===== config.mk =====
export PLATFORM = sky130hd
export DESIGN_NAME = unary_sqrt_mc_flat
export DESIGN_NICKNAME = d
export VERILOG_FILES = /design/src/rtl/unary_sqrt_mc_if.sv /design/src/rtl/unary_sqrt_mc.sv /design/src/flat_wrapper.sv
export SDC_FILE = /design/constraint.sdc
export NUM_CORES = 1
export LEC_CHECK = 0
export ABC_AREA = 0
export BUFFER_PORTS_ARGS = -buffer_cell sky130_fd_sc_hd__buf_2
export CAP_MARGIN = 20
export CORE_MARGIN = 8
export CORE_UTILIZATION = 52
export CTS_CLUSTER_DIAMETER = 200
export DETAILED_ROUTE_END_ITERATION = 12
export PLACE_DENSITY = 0.72
export SYNTH_ARGS = -nofsm -noshare
export SYNTH_HDL_FRONTEND = slang
export SYNTH_SLANG_ARGS = --single-unit

===== constraint.sdc =====
create_clock -name clk -period 2.2 [get_ports clk]
set_input_delay 0.22 -clock clk [delete_from_list [all_inputs] [get_ports clk]]
set_output_delay 0.22 -clock clk [all_outputs]
set_load 0.05 [all_outputs]

===== src/rtl/unary_sqrt_mc_if.sv =====
// unary_sqrt_mc_if: stream/measurement bundle for the multi-channel unary sqrt.
//   en        advance enable (all state holds when low)
//   start     single-cycle frame request
//   rand_num  per-channel trace index, channel c at [c*DEPLOG +: DEPLOG]
//   in        per-channel input bitstream
//   out       per-channel registered sqrt bitstream
//   busy      frame in progress
//   done      one-cycle frame-complete pulse
//   cnt       per-channel ones count of the last frame, channel c at [c*CNTW +: CNTW]
interface unary_sqrt_mc_if #(
    parameter int CH     = 4,
    parameter int DEPLOG = 1,
    parameter int CNTW   = 9
);
    logic                   en;
    logic                   start;
    logic [CH*DEPLOG-1:0]   rand_num;
    logic [CH-1:0]          in;
    logic [CH-1:0]          out;
    logic                   busy;
    logic                   done;
    logic [CH*CNTW-1:0]     cnt;

    modport master (output en, start, rand_num, in, input out, busy, done, cnt);
    modport slave  (input en, start, rand_num, in, output out, busy, done, cnt);
endinterface


===== src/rtl/unary_sqrt_mc.sv =====
// unary_sqrt_mc: CH-channel in-stream unipolar square root for unary bitstreams,
// each lane a toggle-gated correlated divider in feedback, plus a framed
// measurement mode counting output ones over LEN enabled cycles.
//   clk   rising-edge clock
//   rst   synchronous active-high reset
//   bus   unary_sqrt_mc_if.slave (en, start, rand_num, in -> out, busy, done, cnt)

// One channel: divider datapath and its trace shift register.
//   toggle    shared phase bit
//   idx       raw trace index (saturated here)
//   in_bit    input stream bit
//   out_bit   registered sqrt stream bit
//   out_next  next value of out_bit (feeds the frame accumulator)
module unary_sqrt_lane #(
    parameter int DEP    = 2,
    parameter int DEPLOG = 1
) (
    input  logic              clk,
    input  logic              rst,
    input  logic              en,
    input  logic              toggle,
    input  logic [DEPLOG-1:0] idx,
    input  logic              in_bit,
    output logic              out_bit,
    output logic              out_next
);
    logic [DEP-1:0]    tr;
    logic [DEPLOG-1:0] idx_sat;
    logic              dividend, divisor, quotient;

    // Index values past the trace depth read the oldest entry.
    always_comb begin
        idx_sat = idx;
        if (int'(idx) >= DEP) idx_sat = DEPLOG'(DEP - 1);
    end

    assign dividend = ~toggle & out_bit;
    assign divisor  = toggle | dividend;
    // With a zero divisor the quotient is resampled from past quotients,
    // which keeps the output correlated with its own history.
    assign quotient = divisor ? dividend : tr[idx_sat];
    assign out_next = quotient | in_bit;

    always_ff @(posedge clk) begin
        if (rst) begin
            out_bit <= 1'b0;
            for (int i = 0; i < DEP; i++) tr[i] <= ~i[0];
        end else if (en) begin
            out_bit <= out_next;
            if (divisor) begin
                for (int i = DEP - 1; i > 0; i--) tr[i] <= tr[i-1];
                tr[0] <= quotient;
            end
        end
    end
endmodule

module unary_sqrt_mc #(
    parameter int CH     = 4,
    parameter int DEP    = 2,
    parameter int DEPLOG = 1,
    parameter int LEN    = 256,
    parameter int CNTW   = $clog2(LEN + 1)
) (
    input  logic            clk,
    input  logic            rst,
    unary_sqrt_mc_if.slave  bus
);
    typedef enum logic {IDLE, RUN} state_t;

    state_t                  state;
    logic                    toggle;
    logic                    busy_q, done_q;
    logic [CNTW-1:0]         frame_cnt;
    logic [CH-1:0]           out_q, out_next;
    logic [CH-1:0][CNTW-1:0] acc, acc_next, cnt_q;

    for (genvar c = 0; c < CH; c++) begin : g_lane
        unary_sqrt_lane #(.DEP(DEP), .DEPLOG(DEPLOG)) u_lane (
            .clk      (clk),
            .rst      (rst),
            .en       (bus.en),
            .toggle   (toggle),
            .idx      (bus.rand_num[c*DEPLOG +: DEPLOG]),
            .in_bit   (bus.in[c]),
            .out_bit  (out_q[c]),
            .out_next (out_next[c])
        );
        // Count the value being registered this cycle, so the final edge
        // of a frame can publish acc_next directly.
        assign acc_next[c] = acc[c] + CNTW'(out_next[c]);
    end

    always_ff @(posedge clk) begin
        if (rst) begin
            state     <= IDLE;
            toggle    <= 1'b0;
            busy_q    <= 1'b0;
            done_q    <= 1'b0;
            frame_cnt <= '0;
            acc       <= '0;
            cnt_q     <= '0;
        end else begin
            done_q <= 1'b0;
            if (bus.en) begin
                toggle <= ~toggle;
                case (state)
                    IDLE: begin
                        if (bus.start) begin
                            state     <= RUN;
                            busy_q    <= 1'b1;
                            frame_cnt <= '0;
                            acc       <= '0;
                        end
                    end
                    RUN: begin
                        acc       <= acc_next;
                        frame_cnt <= frame_cnt + CNTW'(1);
                        if (frame_cnt == CNTW'(LEN - 1)) begin
                            cnt_q  <= acc_next;
                            done_q <= 1'b1;
                            busy_q <= 1'b0;
                            state  <= IDLE;
                        end
                    end
                    default: state <= IDLE;
                endcase
            end
        end
    end

    assign bus.out  = out_q;
    assign bus.busy = busy_q;
    assign bus.done = done_q;
    assign bus.cnt  = cnt_q;
endmodule


===== src/flat_wrapper.sv =====
// flat-port wrapper written by rule: the top's interface ports become plain ports
module unary_sqrt_mc_flat 
#(
    parameter int CH     = 4,
    parameter int DEP    = 2,
    parameter int DEPLOG = 1,
    parameter int LEN    = 256,
    parameter int CNTW   = $clog2(LEN + 1)
)
  (clk, rst, bus_en, bus_start, bus_rand_num, bus_in, bus_out, bus_busy, bus_done, bus_cnt);
  unary_sqrt_mc_if #(.CH(CH), .DEPLOG(DEPLOG), .CNTW(CNTW)) bus_i ();
  input  logic clk;
  input  logic rst;
  input wire logic [$bits(bus_i.en)-1:0] bus_en;
  input wire logic [$bits(bus_i.start)-1:0] bus_start;
  input wire logic [$bits(bus_i.rand_num)-1:0] bus_rand_num;
  input wire logic [$bits(bus_i.in)-1:0] bus_in;
  output wire logic [$bits(bus_i.out)-1:0] bus_out;
  output wire logic [$bits(bus_i.busy)-1:0] bus_busy;
  output wire logic [$bits(bus_i.done)-1:0] bus_done;
  output wire logic [$bits(bus_i.cnt)-1:0] bus_cnt;
  assign bus_i.en = bus_en;
  assign bus_i.start = bus_start;
  assign bus_i.rand_num = bus_rand_num;
  assign bus_i.in = bus_in;
  assign bus_out = bus_i.out;
  assign bus_busy = bus_i.busy;
  assign bus_done = bus_i.done;
  assign bus_cnt = bus_i.cnt;
  unary_sqrt_mc #(.CH(CH), .DEP(DEP), .DEPLOG(DEPLOG), .LEN(LEN), .CNTW(CNTW)) u_core (.clk(clk), .rst(rst), .bus(bus_i));
endmodule

==> flow_metrics.py <==
metrics = {
    "clock_tree": {
        "cts_root_buf": "clkbuf_8",
        "htreeDepth": 3,
        "cts_hold_buf": 0,
        "clockBufferDepth": 2,
        "cts_sinks": 97,
        "cts_tree": "yes",
        "clk_pin_slew_worst_paths_ps": 90,
        "cts_buffers": 9,
        "clk_latency_ps": 360,
    },
    "timing": {
        "skew_ps": 10.4,
        "drv_slew": 0,
        "fin_crit_sh_pct": 95.5,
        "clock.fmax_mhz": 476,
        "timing.final.crit_period_ps": 2100,
        "worst_pin_slew_ps": 570,
        "slew_headroom_pct": 61.8,
        "finalSetupViolCount": 0,
        "worst_slack_ps": 99.3,
        "hold_violations": 0,
    },
    "final_layout": {
        "nets": 569,
        "drive_gt1_share_pct": 18.7,
        "nFillCells": 731,
        "layout_commonest_cell": "dfxtp_1",
        "syn_to_final_growth_pct": 13.6,
        "multi_input_area_sq_um": 2280,
        "stdcell_count": 656,
        "ff_latch_area_sq_um": 1940,
        "final_cell_area_sq_um": 5050,
        "most-common-layout-cells": "dfxtp_1 (95), buf_2 (53), nand2_1 (51), o21ai_0 (36), nand3_1 (32)",
        "diodes": 0,
    },
    "hold_path": {
        "hp-class": "in2reg",
        "hold_path_startpoint": "bus_in[2]",
        "hold_depth": 3,
        "hold_end": "u_core.g_lane[2].u_lane.out_bit$_SDFFE_PP0P_",
    },
    "setup_path": {
        "path_cells": "ha_4 -> nand3_1 -> nor3_2 -> ha_2 -> nand4b_1 -> buf_4 -> buf_12 -> or4_1 -> nand3_1",
        "slowest_delay_ps": 500,
        "crit_type": "reg2reg",
        "cp_slowest_cell": "or4_1",
        "reg2reg_to": "u_core.bus.cnt[23]$_SDFFE_PP0P_",
        "reg2reg_slack_ps": 100,
        "cpMostUsedCell": "nand3_1",
        "crit_fanout": 15,
        "cp.required_ps": 2500,
        "start_kind": "flip-flop",
        "cp.arrival_ps": 2400,
        "reg2reg_depth": 9,
        "critPathCaptureType": "flip-flop",
        "r2r-start": "u_core.frame_cnt[0]$_SDFFE_PP0P_",
    },
    "pwr": {
        "combinationalPowerShare_pct": 8.5,
        "peakVddDrop_mv": 0.434,
        "power_frac_clock_pct": 33.0,
        "intPower_mw": 2.32,
        "switching_share_pct": 25.7,
        "total_leakage_power_nw": 1.91,
        "p_switching_uw": 804,
        "p_seq_share_pct": 58.5,
        "pwr_density_cell_nw_per_um2": 619,
    },
    "global_routing": {
        "global_route.usage.met3_pct": 4.40,
        "first_global_vias": 3909,
        "use_met1_pct": 21.8,
        "grt_remaining_overflow": 0,
        "grt_pass1_wl_mm": 18.2,
        "grt_antenna_before_repair": 0,
        "use_met2_pct": 33.7,
        "grtUsageTotal_pct": 19.0,
        "top_usage_layer": "met2",
        "grt_start_max_net_pins": 31,
    },
    "floorplan": {
        "die_h_um": 109,
        "core-area_sq_um": 8260,
        "fp.dieArea_sq_um": 11800,
        "dieWidth_um": 109,
        "start_util_pct": 53.9,
        "io_pins": 54,
        "placementRows": 33,
    },
    "drt": {
        "wl_per_cell_um": 16.9,
        "drt_pre_antenna_iters": 5,
        "vias": 3985,
        "drc": 0,
        "avgViaCountPerCell": 6.07,
        "totalWireLength_mm": 11.1,
        "final_antenna_net_count": 0,
        "drtIter0Drc": 180,
    },
    "synth": {
        "ys_seq_area_share_pct": 43.6,
        "postSynthCellCount": 509,
        "async_flop_share_pct": 0,
        "syn_nets": 531,
        "netlist_area_sq_um": 4450,
        "synth.distinct_cells": 44,
        "ys.flop_type": "dfxtp_1",
        "avgSynthCellArea_sq_um": 8.74,
        "synth_warnings": 0,
        "synth-edff-count": 0,
        "ys_seq_elements": 97,
    },
    "placed_design": {
        "place_area_sq_um": 4780,
        "portBuffers": 53,
        "dp_slack_ps": 67.3,
        "gp_congestion": 0.843,
        "dp_cells": 638,
        "hpwl_mm": 7.69,
    },
    "status": {
        "status": "complete, no violations",
    },
    "job": {
        "cap_violations": 0,
    },
}
==> sequential cells by signal (all words and copies together) (netlist names) <==
register                      cells
u_core.bus.cnt                   36
u_core.g_lane.u_lane.tr           8
u_core.acc                       36
u_core.bus.busy                   1
u_core.bus.done                   1
u_core.toggle                     1
u_core.g_lane.u_lane.out_bit      4
u_core.state                      1
u_core.frame_cnt                  9
==> worst max-delay path: cells and delay by family, from the launching register on <==
kind	cells	cell delay, ps
AND/OR/NAND/NOR	5	990
flip-flops	1	370
adder cells (fa/ha/maj)	2	350
buffers and inverters	2	330
==> routing by layer <==
layer  share of wire [%]  vias to the layer above
met5                   0                        -
met4                 1.4                        0
met3                 5.8                       13
met2                  49                      117
met1                  44                     1880
li1                    -                     1975
==> area by class of cell <==
type,count,area share [%]
inverter,18,1.34
clock inverter,4,0.594
multi-input combinational,348,45.1
timing repair buffer,73,9.06
sequential,97,38.5
clock buffer,11,2.80
tap,105,2.60
==> logic make-up (layout without fill, tap and decap cells) <==
logic type	Yosys count	in the layout	synth area share, %
flops	97	97	43.6
fa+ha+maj	10	10	2.81
mux	8	8	1.91
simple gates	166	166	19.7
compound gates	151	151	23.0
buf+inv	64	106	6.38
xor+xnor	13	13	2.56
==> worst max path at each step <==
stage,startpoint,to,slack [ps],cells past startpoint
6_report,u_core.frame_cnt[0]$_SDFFE_PP0P_,u_core.bus.cnt[23]$_SDFFE_PP0P_,100,9
5_1_grt,u_core.frame_cnt[0]$_SDFFE_PP0P_,u_core.bus.cnt[5]$_SDFFE_PP0P_,-7,9
4_1_cts,u_core.toggle$_SDFFE_PP0P_,u_core.acc[26]$_SDFFE_PP0P_,50,7
3_5_place_dp,bus_rand_num[2],u_core.acc[26]$_SDFFE_PP0P_,70,9
3_3_place_gp,bus_rand_num[2],u_core.acc[26]$_SDFFE_PP0P_,90,9
2_1_floorplan,u_core.frame_cnt[0]$_SDFFE_PP0P_,u_core.bus.cnt[16]$_SDFFE_PP0P_,100,9
==> power by group through the flow <==
stage          logic (mW)  registers, mW  clock network [mW]
6_report            0.265           1.83                1.03
5_1_grt             0.291           1.84                1.13
4_1_cts             0.261           1.83                1.07
3_5_place_dp        0.260           1.87                   0
3_3_place_gp        0.254           1.87                   0
2_1_floorplan       0.192           1.86                   0
==> cells in the mapped netlist (3+ instances only) <==
cell      instances  share of area (%)
a31oi_1          20                2.8
and2_1            3               0.42
inv_1            18                1.5
o211ai_1         23                3.9
a211oi_1          4               0.67
a21oi_1          19                2.1
nor2_1           20                1.7
a22oi_1           9                1.5
nor3_1            4               0.45
o21ai_0          36                4.0
xnor2_1           9                1.8
buf_2            17                1.9
dfxtp_1          97                 44
mux2i_1           4               0.90
a311oi_1         10                2.0
nand4_1           9                1.3
xor2_1            4               0.79
or4_1            22                3.7
a41oi_1           6                1.2
ha_1             10                2.8
buf_4             4               0.67
nand3b_1          5               0.84
a22o_1            8                1.6
nand3_1          34                3.8
and3b_1           5               0.98
and3_1            6               0.84
o41a_1            4                1.0
nand2_1          51                4.3
mux2_2            4                1.0
clkbuf_1         22                1.9
o21bai_1          4               0.67
==> stage by stage <==
stage / power (mW) / TNS, ps / utilization (%) / hold slack, ps
floorplan: 2.05 / 0 / - / 379
global placement: 2.12 / 0 / 57.9 / 433
detailed placement: 2.13 / 0 / 57.9 / 435
CTS: 3.16 / 0 / 59.9 / 116
global route: 3.26 / -8.65 / 61.2 / 125
finish: 3.13 / 0 / 61.2 / 139
==> repair_timing <==
| item | in CTS | in global routing |
|---|---|---|
| endpoints found under the hold margin | 0 | 0 |
| setup endpoints to repair | 0 | 32 |
| gates resized for setup | 0 | 16 |
| buffers inserted | 0 | 2 |
Power figures use the tool's default switching activity.
